[config.mk]
export PLATFORM = sky130hd
export DESIGN_NAME = ddr2_cmd_issuer
export DESIGN_NICKNAME = d
export VERILOG_FILES = /design/src/rtl/ddr2_ctrl_pkg.sv /design/src/rtl/ddr2_bank_timer.sv /design/src/rtl/ddr2_cmd_issuer.sv
export SDC_FILE = /design/constraint.sdc
export NUM_CORES = 1
export LEC_CHECK = 0
export ABC_AREA = 1
export CAP_MARGIN = 10
export CORE_ASPECT_RATIO = 0.8
export CORE_MARGIN = 4
export CORE_UTILIZATION = 50
export CTS_CLUSTER_SIZE = 25
export DETAILED_ROUTE_END_ITERATION = 7
export PLACE_DENSITY = 0.74
export SLEW_MARGIN = 40
export SYNTH_ARGS = -nofsm -noshare
export SYNTH_HDL_FRONTEND = slang
export SYNTH_SLANG_ARGS = --single-unit
[constraint.sdc]
create_clock -name clk -period 2.7 [get_ports clk]
set_clock_uncertainty 0.15 [all_clocks]
set_input_delay 0.54 -clock clk [delete_from_list [all_inputs] [get_ports clk]]
set_output_delay 0.54 -clock clk [all_outputs]
set_load 0.05 [all_outputs]
[src/rtl/ddr2_ctrl_pkg.sv]
// ddr2_ctrl_pkg
//   Shared definitions for the DDR2 command issue path: the abstract command
//   enum carried on req_cmd, the (ras_n,cas_n,we_n) encodings driven to the
//   DFI, default timing parameters and the width of the timing down-counters.
//   Default DRAM geometry macros are provided here when the build does not
//   define them.

`ifndef DRAM_CS_WIDTH
`define DRAM_CS_WIDTH 1
`endif
`ifndef DRAM_BA_WIDTH
`define DRAM_BA_WIDTH 3
`endif
`ifndef DRAM_ADDR_WIDTH
`define DRAM_ADDR_WIDTH 14
`endif

package ddr2_ctrl_pkg;

    typedef enum logic [2:0] {
        CMD_NOP = 3'd0,
        CMD_ACT = 3'd1,
        CMD_RD  = 3'd2,
        CMD_WR  = 3'd3,
        CMD_PRE = 3'd4,
        CMD_REF = 3'd5,
        CMD_MRS = 3'd6
    } cmd_e;

    // {ras_n, cas_n, we_n}
    localparam logic [2:0] ENC_NOP = 3'b111;
    localparam logic [2:0] ENC_ACT = 3'b011;
    localparam logic [2:0] ENC_RD  = 3'b101;
    localparam logic [2:0] ENC_WR  = 3'b100;
    localparam logic [2:0] ENC_PRE = 3'b010;
    localparam logic [2:0] ENC_REF = 3'b001;
    localparam logic [2:0] ENC_MRS = 3'b000;

    localparam int DEF_T_CKE_INIT = 200;
    localparam int DEF_T_RCD      = 4;
    localparam int DEF_T_RP       = 4;
    localparam int DEF_T_RAS      = 12;
    localparam int DEF_T_RFC      = 26;
    localparam int DEF_T_CCD      = 2;
    localparam int DEF_T_MRD      = 2;
    localparam int DEF_ODT_LEN    = 4;

    // Wide enough for any of the inter-command timings above.
    localparam int CNT_W = 8;

    function automatic logic [2:0] cmd_enc(input logic [2:0] cmd);
        case (cmd)
            CMD_ACT: return ENC_ACT;
            CMD_RD:  return ENC_RD;
            CMD_WR:  return ENC_WR;
            CMD_PRE: return ENC_PRE;
            CMD_REF: return ENC_REF;
            CMD_MRS: return ENC_MRS;
            default: return ENC_NOP;
        endcase
    endfunction

endpackage

[src/rtl/ddr2_bank_timer.sv]
// ddr2_bank_timer
//   Per-bank state: open flag plus the tRCD / tRAS / tRP down-counters.
//   A counter loaded with T-1 on the issue edge reads zero on the edge T
//   cycles later, so the dependent command lands exactly T DFI cycles after
//   the one that loaded it.
// Ports:
//   clk, rst_n          clock, async active-low reset
//   act, pre            an ACT / PRE to this bank is issued this cycle
//   open                bank currently open
//   ready_act           tRP satisfied (ACT, and REF across all banks)
//   ready_rw            tRCD satisfied (RD/WR)
//   ready_pre           tRAS satisfied (PRE)

module ddr2_bank_timer
    import ddr2_ctrl_pkg::*;
#(
    parameter int T_RCD = DEF_T_RCD,
    parameter int T_RAS = DEF_T_RAS,
    parameter int T_RP  = DEF_T_RP
)(
    input  logic clk,
    input  logic rst_n,
    input  logic act,
    input  logic pre,
    output logic open,
    output logic ready_act,
    output logic ready_rw,
    output logic ready_pre
);

    logic [CNT_W-1:0] trcd, tras, trp;

    always_ff @(posedge clk or negedge rst_n) begin
        if (!rst_n) begin
            open <= 1'b0;
            trcd <= '0;
            tras <= '0;
            trp  <= '0;
        end else begin
            if (act) begin
                open <= 1'b1;
                trcd <= CNT_W'(T_RCD - 1);
                tras <= CNT_W'(T_RAS - 1);
            end else begin
                if (trcd != '0) trcd <= trcd - 1'b1;
                if (tras != '0) tras <= tras - 1'b1;
            end
            // PRE to a closed bank is legal and still restarts tRP.
            if (pre) begin
                open <= 1'b0;
                trp  <= CNT_W'(T_RP - 1);
            end else if (trp != '0) begin
                trp <= trp - 1'b1;
            end
        end
    end

    assign ready_act = (trp  == '0);
    assign ready_rw  = (trcd == '0);
    assign ready_pre = (tras == '0);

endmodule

[src/rtl/ddr2_cmd_issuer.sv]
// ddr2_cmd_issuer
//   Command issue stage in front of the PHY. Takes abstract DRAM commands on
//   a valid/ready handshake into a one-entry holding register, checks them
//   against bank state (illegal ones are dropped with a one-cycle
//   err_illegal pulse), waits out DDR2 timing, then drives the registered
//   DFI control fields for exactly one cycle. All other cycles carry NOP.
// Ports:
//   clk, rst_n                     clock, async active-low reset
//   req_valid/req_ready            request handshake
//   req_cmd/req_ba/req_addr        command, bank, row/col/MR value
//                                  (addr[10] on PRE = all banks)
//   dfi_cke, dfi_cs_n, dfi_ras_n,
//   dfi_cas_n, dfi_we_n, dfi_ba,
//   dfi_addr, dfi_odt              registered DFI control fields
//   bank_open                      per-bank open flags
//   err_illegal                    pulse when a request is dropped

module ddr2_cmd_issuer
    import ddr2_ctrl_pkg::*;
#(
    parameter int CS_W       = `DRAM_CS_WIDTH,
    parameter int BA_W       = `DRAM_BA_WIDTH,
    parameter int ADDR_W     = `DRAM_ADDR_WIDTH,
    parameter int T_CKE_INIT = DEF_T_CKE_INIT,
    parameter int T_RCD      = DEF_T_RCD,
    parameter int T_RP       = DEF_T_RP,
    parameter int T_RAS      = DEF_T_RAS,
    parameter int T_RFC      = DEF_T_RFC,
    parameter int T_CCD      = DEF_T_CCD,
    parameter int T_MRD      = DEF_T_MRD,
    parameter int ODT_LEN    = DEF_ODT_LEN
)(
    input  logic                  clk,
    input  logic                  rst_n,
    input  logic                  req_valid,
    output logic                  req_ready,
    input  logic [2:0]            req_cmd,
    input  logic [BA_W-1:0]       req_ba,
    input  logic [ADDR_W-1:0]     req_addr,
    output logic                  dfi_cke,
    output logic [CS_W-1:0]       dfi_cs_n,
    output logic                  dfi_ras_n,
    output logic                  dfi_cas_n,
    output logic                  dfi_we_n,
    output logic [BA_W-1:0]       dfi_ba,
    output logic [ADDR_W-1:0]     dfi_addr,
    output logic                  dfi_odt,
    output logic [(2**BA_W)-1:0]  bank_open,
    output logic                  err_illegal
);

    localparam int NBANK  = 2**BA_W;
    localparam int INIT_W = $clog2(T_CKE_INIT + 1);
    localparam int ODT_W  = $clog2(ODT_LEN + 1);

    localparam logic [1:0] ST_INIT = 2'd0;
    localparam logic [1:0] ST_IDLE = 2'd1;
    localparam logic [1:0] ST_HOLD = 2'd2;

    logic [1:0]          state;
    logic [INIT_W-1:0]   init_cnt;
    logic                init_done;

    logic [2:0]          h_cmd;
    logic [BA_W-1:0]     h_ba;
    logic [ADDR_W-1:0]   h_addr;
    logic                hold_valid;

    logic [NBANK-1:0]    rdy_act, rdy_rw, rdy_pre, act_b, pre_b;
    logic [CNT_W-1:0]    tccd, trfc, tmrd;
    logic [ODT_W-1:0]    odt_cnt;

    logic                illegal, timing_ok, issue_now, drop, consume, accept;

    assign hold_valid = (state == ST_HOLD);
    assign init_done  = (state == ST_INIT) && (init_cnt == INIT_W'(T_CKE_INIT - 1));

    // Legality and timing of the held request.
    always_comb begin
        illegal   = 1'b0;
        timing_ok = 1'b0;
        case (h_cmd)
            CMD_NOP: timing_ok = 1'b1;
            CMD_ACT: begin
                illegal   = bank_open[h_ba];
                timing_ok = rdy_act[h_ba];
            end
            CMD_RD, CMD_WR: begin
                illegal   = !bank_open[h_ba];
                timing_ok = rdy_rw[h_ba] && (tccd == '0);
            end
            // PRE-all only waits on tRAS of banks that are actually open.
            CMD_PRE: timing_ok = h_addr[10] ? &(rdy_pre | ~bank_open) : rdy_pre[h_ba];
            CMD_REF: begin
                illegal   = |bank_open;
                timing_ok = &rdy_act;
            end
            CMD_MRS: begin
                illegal   = |bank_open;
                timing_ok = 1'b1;
            end
            default: illegal = 1'b1;
        endcase
        if (h_cmd != CMD_NOP)
            timing_ok = timing_ok && (trfc == '0) && (tmrd == '0);
    end

    assign issue_now = hold_valid && !illegal && timing_ok;
    assign drop      = hold_valid && illegal;
    assign consume   = issue_now || drop;
    assign req_ready = (state != ST_INIT) && (!hold_valid || consume);
    assign accept    = req_valid && req_ready;

    // FSM and holding register.
    always_ff @(posedge clk or negedge rst_n) begin
        if (!rst_n) begin
            state    <= ST_INIT;
            init_cnt <= '0;
            h_cmd    <= CMD_NOP;
            h_ba     <= '0;
            h_addr   <= '0;
        end else begin
            case (state)
                ST_INIT: begin
                    if (init_done) state <= ST_IDLE;
                    else           init_cnt <= init_cnt + 1'b1;
                end
                default: begin
                    if (accept) begin
                        state  <= ST_HOLD;
                        h_cmd  <= req_cmd;
                        h_ba   <= req_ba;
                        h_addr <= req_addr;
                    end else if (consume) begin
                        state  <= ST_IDLE;
                    end
                end
            endcase
        end
    end

    // Per-bank timers.
    for (genvar i = 0; i < NBANK; i++) begin : g_bank
        assign act_b[i] = issue_now && (h_cmd == CMD_ACT) && (h_ba == BA_W'(i));
        assign pre_b[i] = issue_now && (h_cmd == CMD_PRE) && (h_addr[10] || (h_ba == BA_W'(i)));

        ddr2_bank_timer #(
            .T_RCD (T_RCD),
            .T_RAS (T_RAS),
            .T_RP  (T_RP)
        ) u_timer (
            .clk       (clk),
            .rst_n     (rst_n),
            .act       (act_b[i]),
            .pre       (pre_b[i]),
            .open      (bank_open[i]),
            .ready_act (rdy_act[i]),
            .ready_rw  (rdy_rw[i]),
            .ready_pre (rdy_pre[i])
        );
    end

    // Global timers and the ODT window.
    always_ff @(posedge clk or negedge rst_n) begin
        if (!rst_n) begin
            tccd    <= '0;
            trfc    <= '0;
            tmrd    <= '0;
            odt_cnt <= '0;
        end else begin
            if (issue_now && (h_cmd == CMD_RD || h_cmd == CMD_WR)) tccd <= CNT_W'(T_CCD - 1);
            else if (tccd != '0)                                   tccd <= tccd - 1'b1;

            if (issue_now && h_cmd == CMD_REF) trfc <= CNT_W'(T_RFC - 1);
            else if (trfc != '0)               trfc <= trfc - 1'b1;

            if (issue_now && h_cmd == CMD_MRS) tmrd <= CNT_W'(T_MRD - 1);
            else if (tmrd != '0)               tmrd <= tmrd - 1'b1;

            // A WR inside an active window restarts it.
            if (issue_now && h_cmd == CMD_WR) odt_cnt <= ODT_W'(ODT_LEN);
            else if (odt_cnt != '0)           odt_cnt <= odt_cnt - 1'b1;
        end
    end

    assign dfi_odt = (odt_cnt != '0);

    // Registered DFI command: one cycle of command, NOP otherwise; ba/addr
    // keep their last value across NOP cycles.
    always_ff @(posedge clk or negedge rst_n) begin
        if (!rst_n) begin
            dfi_cke     <= 1'b0;
            dfi_cs_n    <= '1;
            dfi_ras_n   <= 1'b1;
            dfi_cas_n   <= 1'b1;
            dfi_we_n    <= 1'b1;
            dfi_ba      <= '0;
            dfi_addr    <= '0;
            err_illegal <= 1'b0;
        end else begin
            err_illegal <= drop;
            {dfi_ras_n, dfi_cas_n, dfi_we_n} <= ENC_NOP;
            if (init_done) begin
                dfi_cke  <= 1'b1;
                dfi_cs_n <= '0;
            end
            if (issue_now && h_cmd != CMD_NOP) begin
                {dfi_ras_n, dfi_cas_n, dfi_we_n} <= cmd_enc(h_cmd);
                dfi_ba   <= h_ba;
                dfi_addr <= h_addr;
            end
        end
    end

endmodule

==> metrics <==
total grt overflow 0; Mapped Cells between 1500 and 2000; mean area per synthesized cell 7.71 µm²; CTS tree built; Final nets around 2200; worst-path maximum fanout 3; Antenna Diode Count 0; # Max-Cap Violations 0; worst hold path type input port to async pin; Critical Path Source Type flip-flop; Slew headroom 42.1%; Cell variety after synth 38; layout filler cell count 2202; P_leak 11.1 nW; post-route ant nets 0; drt via density 5.17; initial antenna violation count 0; syn_nets around 2000; WP data required ~2 ns; total power 8.87 mW; Port Buffers 55; RSZ-0062 raised after global routing yes; average wire per standard cell 14.6 µm; share of cells above drive strength 1 between 15 and 20%; drt total wl 37.4 mm; Syn-to-layout area delta 30.1%; count leader, synth nand2_1; Fin. Hold Viols 0; H-tree lvl count 1; area of the multi-input gates 0.00703 mm²; Peak VDD IR 470 µV; top_reg_cell synth dfrtp_1; die span in y between 150 and 200 µm; sequential share of the synthesized area between 40% and 50%; Seq. cell area 0.00701 mm²; Die Area 0.0326 mm²; post-synthesis register bit count 280; largest net degree at the start of global routing 74; Pwr Density 459 mW/mm²; DIE WIDTH between 200 and 250 µm; worst endpoint data arrival time 2.73 ns; Bufs on Longest Clock Path 3; gp weighted congestion 0.933; failing checks setup timing; synth top area cells dfrtp_1 46%, nand2_1 11%, inv_1 10%, nand3_1 7.3%, nor2_1 5.1%; synthesized area 0.0149 mm²; Tightest Pin Transition 0.865 ns; Reg clk slew, reported paths 0.07 ns; Synth top area share a little under half; synthesis warning total 0; clock root buffer master clkbuf_16; Final setup violation count 241; Crit Path Class flip-flop to output port; Post-route DRC 0; Final Slew Violations 0; routed via count approximately 13000; first-pass GRT wire length 57.4 mm; CTS buffer count 29; status finished with violations; R2R Path Start g_bank[6].u_timer.trp[1]; Sink Count 280; Post-synth EDFFs 0; post-DP HPWL 23.3 mm; Place WS -0.129 ns; Tot GR Track Use 20.7%; core area around 0.029 mm²; Iter 0 DRT Violations 1028; initial core utilization approximately half; ys async rst share 100%; vias in the first global route approximately 12000; Synth top cells by count 442 x nand2_1, 395 x inv_1, 276 x dfrtp_1; crit share post-route 127%; Worst Reg-to-Reg Cells 21; CP endpoint kind output port; dominant cell type by area after synthesis dfrtp_1; minimum clock period ~3.4 ns; setup ws final -0.722 ns; Max Fclk between 0.2 and 0.3 GHz; reg-to-reg slack, setup -0.28 ns; reg-to-reg endpoint g_bank[4].u_timer.open; FP Rows 56; I/O pin count 56; DR pass1 iterations 8; Worst-Skew Late Latency 0.56 ns
[what timing repair did]
action,CTS,global route
setup buffers,19,20
pin swaps,10,37
endpoints found under the setup margin,47,258
gates cloned,7,15
hold buffers,1,0
gates resized for setup,63,207
endpoints found under the hold margin,169,0
[power by group]
part | internal (mW) | switching, mW | total, mW
registers | 4.20 | 0 | 4.20
clock network | 2.81 | 1.73 | 4.54
logic | 0.0434 | 0.0923 | 0.136
total | 7.05 | 1.82 | 8.87
[placed cells by master, fill, tap and decap left out, types with 6 or more instances in the layout]
cell / n
nor2_4: 14
clkdlybuf4s50_1: 52
o21ai_2: 9
o211ai_1: 20
inv_1: 384
dfrtp_1: 274
nand3_1: 176
nand4_1: 22
ha_1: 51
bufinv_16: 8
clkbuf_16: 37
or2_2: 15
o21ai_1: 15
nand3_2: 41
buf_6: 21
nand2_8: 12
xnor2_1: 26
a21oi_1: 13
o21ai_0: 55
inv_2: 11
buf_8: 8
nand2_1: 413
nand2_2: 17
nor2_1: 169
o21ai_4: 6
o31ai_1: 11
xor2_1: 50
nor3_1: 24
buf_12: 12
nor2_2: 25
clkinv_2: 6
buf_4: 119
[worst max path at each step]
stage          slack [ns]  depth (start not counted)                        to                 startpoint
4_1_cts             -0.58                         16                 req_ready                    tccd[0]
3_5_place_dp        -0.13                         17  g_bank[4].u_timer.trp[1]                    h_ba[0]
5_1_grt             -0.81                         16                 req_ready   g_bank[6].u_timer.trp[1]
6_report            -0.72                         16                 req_ready   g_bank[6].u_timer.trp[1]
3_3_place_gp         -0.1                         16                 req_ready   g_bank[2].u_timer.trp[1]
2_1_floorplan       0.007                         15                 req_ready  g_bank[3].u_timer.tras[0]
[critical path: stages (launching register included)]
cell and delay, ns:
dfrtp_1 0.41, inv_1 0.10, ha_1 0.15, nand3_1 0.13
nor2_4 0.15, nor2_1 0.08, nor2_1 0.13, nand2_1 0.07
nand2_1 0.07, nand2_1 0.08, nor2_1 0.12, nor2_1 0.06
nand2_1 0.10, nand2_2 0.07, a21oi_2 0.17, buf_4 0.15
buf_12 0.13
[per-stage QoR]
step	instance area, µm²	util (%)	instances	setup TNS [ns]	hold slack [ns]
2_1_floorplan	14900	-	1929	0	0.0944
3_3_place_gp	16700	57.1	2450	-0.125	0.254
3_5_place_dp	16700	57.1	2450	-1.27	0.252
4_1_cts	18200	62.2	2530	-3.57	0.263
5_1_grt	19400	66.1	2558	-65.11	0.284
6_report	19400	66.1	2558	-37.43	0.265
[state kept, by name, indices dropped and copies added, names as in the netlist, 2 cells and up]
register,flops
h_addr,14
init_cnt,8
h_ba,3
g_bank.u_timer.open,8
odt_cnt,3
dfi_ba,3
g_bank.u_timer.trcd,64
tmrd,8
dfi_addr,14
trfc,8
tccd,8
g_bank.u_timer.trp,64
h_cmd,3
g_bank.u_timer.tras,64
state,2
[kinds of logic (layout without fill, tap and decap cells)]
family / after synthesis / count (layout) / synth area share (%)
AND/OR/NAND/NOR: 950 / 952 / 27.1
buffers and inverters: 424 / 672 / 11.0
flip-flops: 280 / 280 / 47.1
AO/OA/AOI/OAI: 144 / 146 / 5.62
XOR/XNOR: 76 / 76 / 4.48
adder cells (fa/ha/maj): 55 / 55 / 4.63
[area by class of cell]
class	instances	share of cell area, %
multi-input combinational	1229	36.3
sequential	280	36.2
timing repair buffer	223	11.7
inverter	396	7.71
clock buffer	34	4.00
tap	377	2.44
clock inverter	19	1.60
[metal layers]
layer	routed length, µm	GRT usage [%]	vias to the layer above
met3	1980	3.49	101
met1	16600	28.6	6296
li1	-	-	6447
met4	1150	6.66	0
met5	0	0	-
met2	17700	33.8	391
(Power assumes the default switching activity.)
==> RTL change 1 (config.mk and constraints unchanged) <==
`CNT_W`: 8 -> 6.
--- a/src/rtl/ddr2_ctrl_pkg.sv
+++ b/src/rtl/ddr2_ctrl_pkg.sv
@@ -48,3 +48,3 @@
     // Wide enough for any of the inter-command timings above.
-    localparam int CNT_W = 8;
+    localparam int CNT_W = 6;
 
Check against the original RTL: same outputs for any inputs over 10 cycles, from zero or initial values and one cycle with rst_n low; that may be too few to reach the edited logic, so the function may still have changed.
==> RTL change 1 against the original RTL <==
The run still ends with negative setup slack left. First-iteration DRC count down 19%. Sequential cell count down 54. Wire length down 27%. Worst hold slack better by 0.036 ns. Design area down 24%. Area after synthesis down 20%. Via count down 24%. Non-clock buffer count down 56. Global-route usage up 0.086 points. Cell count down 24%. Setup slack better by 0.31 ns. Critical path type unchanged. Largest cell class is now flip-flops and latches. Highest routed layer unchanged.
Power is not compared: it rests on default switching activity, and its combinational part moved more than twofold at a synthesized area within 25%.
==> RTL change 1: results (changes against the original RTL) <==
DRT iter0 DRCs -> 829 (was 1028)
Final WS setup -> -0.416 ns (was -0.722 ns)
Biggest regs -> g_bank.u_timer.tras x48, g_bank.u_timer.trcd x48, g_bank.u_timer.trp x48 (was g_bank.u_timer.tras x64, g_bank.u_timer.trcd x64, g_bank.u_timer.trp x64)
Skew-Pair Late Insertion Delay -> 0.54 ns (was 0.56 ns)
Compound-Gate Fraction of Synth Area -> 0.0502 (was 0.0562)
Worst endpoint data arrival time -> 2.43 ns (was 2.73 ns)
Worst Hold Class -> reg -> reg (was in -> async)
Post-synth top cells -> nand2_1, inv_1, dfrtp_1 (unchanged)
Capturing point of the worst reg2reg path -> g_bank[6].u_timer.tras[0] (was g_bank[4].u_timer.open)
Post-synthesis adder-cell area fraction -> 0.0492 (was 0.0463)
Crit path largest cell delay -> 0.39 ns (was 0.41 ns)
Reg-to-reg startpoint -> g_bank[6].u_timer.tras[0] (was g_bank[6].u_timer.trp[1])
R2R depth -> 19 (was 21)
# setup viols final -> 1 (was 241)
Violated checks -> negative setup slack (unchanged)
CTS Buf Count -> 25 (was 29)
Post-DP HPWL -> 18.5 mm (was 23.3 mm)
Post-synthesis sequential area ratio -> 0.473 (was 0.471)
Gr usage total -> 0.208 (was 0.207)
Number of global-route vias before repair -> 9838 (was 12300)
DR WL/cell -> 13.9 um (was 14.6 um)
Status -> finished with violations (unchanged)
XOR/XNOR Fraction of Synth Area -> 0.0674 (was 0.0448)
Fin Setup TNS -> -0.416 ns (was -37.43 ns)
Max_slew headroom -> 0.527 (was 0.421)
Area contributors post-synth -> dfrtp_1, nand2_1, inv_1 (unchanged)
Via count -> 10000 (was 13200)
Reg2reg setup slack -> 0.08 ns (was -0.28 ns)
RTL change 1: cell types whose count changed after synthesis, sizes merged, moves of 22 or more:
| cell | before | now |
|---|---|---|
| dfrtp | 276 | 222 |
| nand2 | 443 | 318 |
| nor2 | 208 | 148 |
| inv | 396 | 256 |
| a21oi | 15 | 44 |
| o21ai | 83 | 49 |
| nand4 | 22 | 53 |
| nand3 | 218 | 128 |
| xor2 | 50 | 72 |
RTL change 1: layout make-up:
cell class                 instances  area (sq um)
tap                              312           390
timing repair buffer             167          1500
clock buffer                      35           753
clock inverter                     9           130
inverter                         256           966
fill                            1937          8750
sequential                       226          5660
multi-input combinational        951          5310
RTL change 1: cells by family (layout without fill, tap and decap cells):
family,after synthesis,count (layout)
AO/OA/AOI/OAI,111,111
XOR/XNOR,92,92
adder cells (fa/ha/maj),47,47
buffers and inverters,290,467
flip-flops,226,226
multiplexers,1,1
AND/OR/NAND/NOR,700,700
RTL change 1: how the worst max path moves through the flow:
stage	to	start	slack, ns	cells after the start
floorplan	req_ready	g_bank[7].u_timer.tras[0]	0.06	14
global placement	req_ready	g_bank[2].u_timer.tras[0]	0.05	15
detailed placement	req_ready	g_bank[2].u_timer.tras[0]	0.003	15
CTS	req_ready	g_bank[6].u_timer.tras[0]	-0.44	15
global route	req_ready	g_bank[6].u_timer.tras[0]	-0.54	15
finish	req_ready	g_bank[6].u_timer.tras[0]	-0.42	15
RTL change 1: repair_timing:
item	4_1_cts	5_1_grt
setup buffers	41	11
pin swaps	17	22
hold buffers	1	0
gates resized for setup	30	27
endpoints found under the setup margin	2	78
hold endpoints to repair	62	0
RTL change 1: routing by layer:
metal	GRT usage	vias to the layer above	routed length [um]
met4	0.0525	0	631
met3	0.0316	47	1310
met5	0	-	0
met2	0.342	225	12700
met1	0.291	4836	12500
li1	-	4938	-
RTL change 1: power by group:
part           leakage [uW]  switching, uW  internal (uW)
clock              0.000437           1380           2220
sequential          0.00273           1320           5090
combinational       0.00458           5250           3780
RTL change 1: per-stage QoR:
stage / hold WS (ns) / utilization / total power [uW] / std cells / worst slack, ns
floorplan: 0.0944 / - / 12400 / 1467 / 0.0606
global placement: 0.292 / 0.566 / 14200 / 1866 / 0.0474
detailed placement: 0.292 / 0.566 / 14600 / 1866 / 0.00325
CTS: 0.303 / 0.621 / 18800 / 1952 / -0.442
global route: 0.348 / 0.627 / 20700 / 1956 / -0.538
finish: 0.301 / 0.627 / 19000 / 1956 / -0.416
==> RTL change 2 (same flow settings) <==
Without the edit above. Register the output `err_illegal` once more, cleared by the reset; this adds one clock of latency there. The other outputs are not delayed to match. Comments in the files are not updated.
--- a/src/rtl/ddr2_cmd_issuer.sv
+++ b/src/rtl/ddr2_cmd_issuer.sv
@@ -59,2 +59,4 @@
 
+    logic err_illegal_s0;
+
     logic [1:0]          state;
@@ -198,5 +200,5 @@
             dfi_addr    <= '0;
-            err_illegal <= 1'b0;
-        end else begin
-            err_illegal <= drop;
+            err_illegal_s0 <= 1'b0;
+        end else begin
+            err_illegal_s0 <= drop;
             {dfi_ras_n, dfi_cas_n, dfi_we_n} <= ENC_NOP;
@@ -214,2 +216,10 @@
 
+    always_ff @(posedge clk or negedge rst_n) begin
+        if (!rst_n) begin
+            err_illegal <= '0;
+        end else begin
+            err_illegal <= err_illegal_s0;
+        end
+    end
+
 endmodule
Check against the original RTL: no difference found for any inputs over 10 cycles, from zero or initial values and one cycle with rst_n low; that may be too few to reach the edited logic, so the function may still have changed.
==> RTL change 2 against the original RTL <==
The flow still finishes with violations (negative setup slack). Critical endpoint unchanged. Area after synthesis up 0.48%. Register-to-register slack worse by 0.26 ns. Global-route usage up 0.30 points. Highest routed layer unchanged. Synthesized cell count down 1.6%. Setup slack better by 0.15 ns. Wire length down 3.0%. Critical path type unchanged. Total power down 2.1%. Utilization up 0.30 points. Sequential cell count up 1. Design area up 0.70%.
==> RTL change 2: results (changes against the original RTL) <==
Sw Ratio -> 0.208 (was 0.205)
WHS -> 0.200 ns (was 0.265 ns)
Slowest CP cell -> dfrtp_2 (was dfrtp_1)
Reg area -> 7040 sq um (was 7010 sq um)
Post-synthesis adder-cell area fraction -> 0.0460 (was 0.0463)
Non-clock buffers, area share -> 0.126 (was 0.117)
Status -> finished with violations (unchanged)
Final WS setup -> -0.569 ns (was -0.722 ns)
Number of instances in the placed design -> 2442 (was 2450)
Reg2reg setup slack -> -0.54 ns (was -0.28 ns)
Post-synthesis sequential area ratio -> 0.471 (about the same)
Max_slew headroom -> 0.304 (was 0.421)
Static Leak -> 0.0113 uW (was 0.0111 uW)
Clock-cell share of area -> 0.0532 (was 0.0561)
Post-synth top cells -> nand2_1, inv_1, dfrtp_1 (unchanged)
Pwr/cell area -> 446 nW/um^2 (was 459 nW/um^2)
# setup viols final -> 223 (was 241)
Number of global-route vias before repair -> 12700 (was 12300)
DRT iter0 DRCs -> 915 (was 1028)
Drt total wl -> 36.3 mm (was 37.4 mm)
XOR/XNOR Fraction of Synth Area -> 0.0481 (was 0.0448)
Mean number of vias per cell -> 5.08 (was 5.17)
Violated checks -> negative setup slack (unchanged)
Gr usage total -> 0.210 (was 0.207)
Final #Nets -> 2239 (was 2237)
Fillcell total -> 2240 (was 2202)
Mapped Nets -> 1977 (was 2007)
Peak VDD IR -> 0.000515 V (was 0.000470 V)
Compound-Gate Fraction of Synth Area -> 0.0584 (was 0.0562)
DP Area -> 17000 sq um (was 16700 sq um)
Multi-input combinational area share -> 0.363 (about the same)
Crit path largest cell delay -> 0.49 ns (was 0.41 ns)
Yosys cell types -> 42 (was 38)
Die X -> 201 um (about the same)
Multi-input comb cells -> 1221 (was 1229)
Maximum number of pins on one net before global-route repair -> 84 (was 74)
Reg power frac -> 0.485 (was 0.473)
DR pass1 iterations -> 6 (was 8)
Bufs w/o clock -> 256 (was 223)
Layout cell share with drive strength beyond 1 -> 0.201 (was 0.179)
Post-route cell area -> 19500 sq um (was 19400 sq um)
Worst Hold Class -> reg -> reg (was in -> async)
Post-DP HPWL -> 23.1 mm (was 23.3 mm)
RTL change 2: cell count changes in the layout (fill, tap and decap cells not counted), moves of 6 or more:
cell	delta
nand2_1	-40
buf_4	+38
inv_1	-24
nand2_2	+17
nor2_1	+15
buf_8	-7
o21ai_1	-7
a21oi_1	-6
nand2_4	+6
nand3_1	-6
nor2_4	-6
RTL change 2: per-stage QoR:
step	worst slack, ns	TNS [ns]
after CTS	-0.512	-12.38
after global placement	-0.0627	-0.574
after detailed placement	-0.0966	-1.87
after global routing	-0.730	-132.48
final	-0.569	-95.11
after floorplan	0.0385	0
RTL change 2: metal layers:
metal	track usage	part of all wire
met5	0	0
met4	0.0571	0.022
met3	0.0374	0.047
met2	0.352	0.48
met1	0.285	0.46
RTL change 2: what timing repair did:
action / CTS / global route
pin swaps: 20 / 35
endpoints found under the hold margin: 49 / 0
setup buffers: 36 / 22
cloned: 3 / 10
resized for setup: 73 / 140
hold buffers: 1 / 0
setup endpoints to repair: 71 / 241
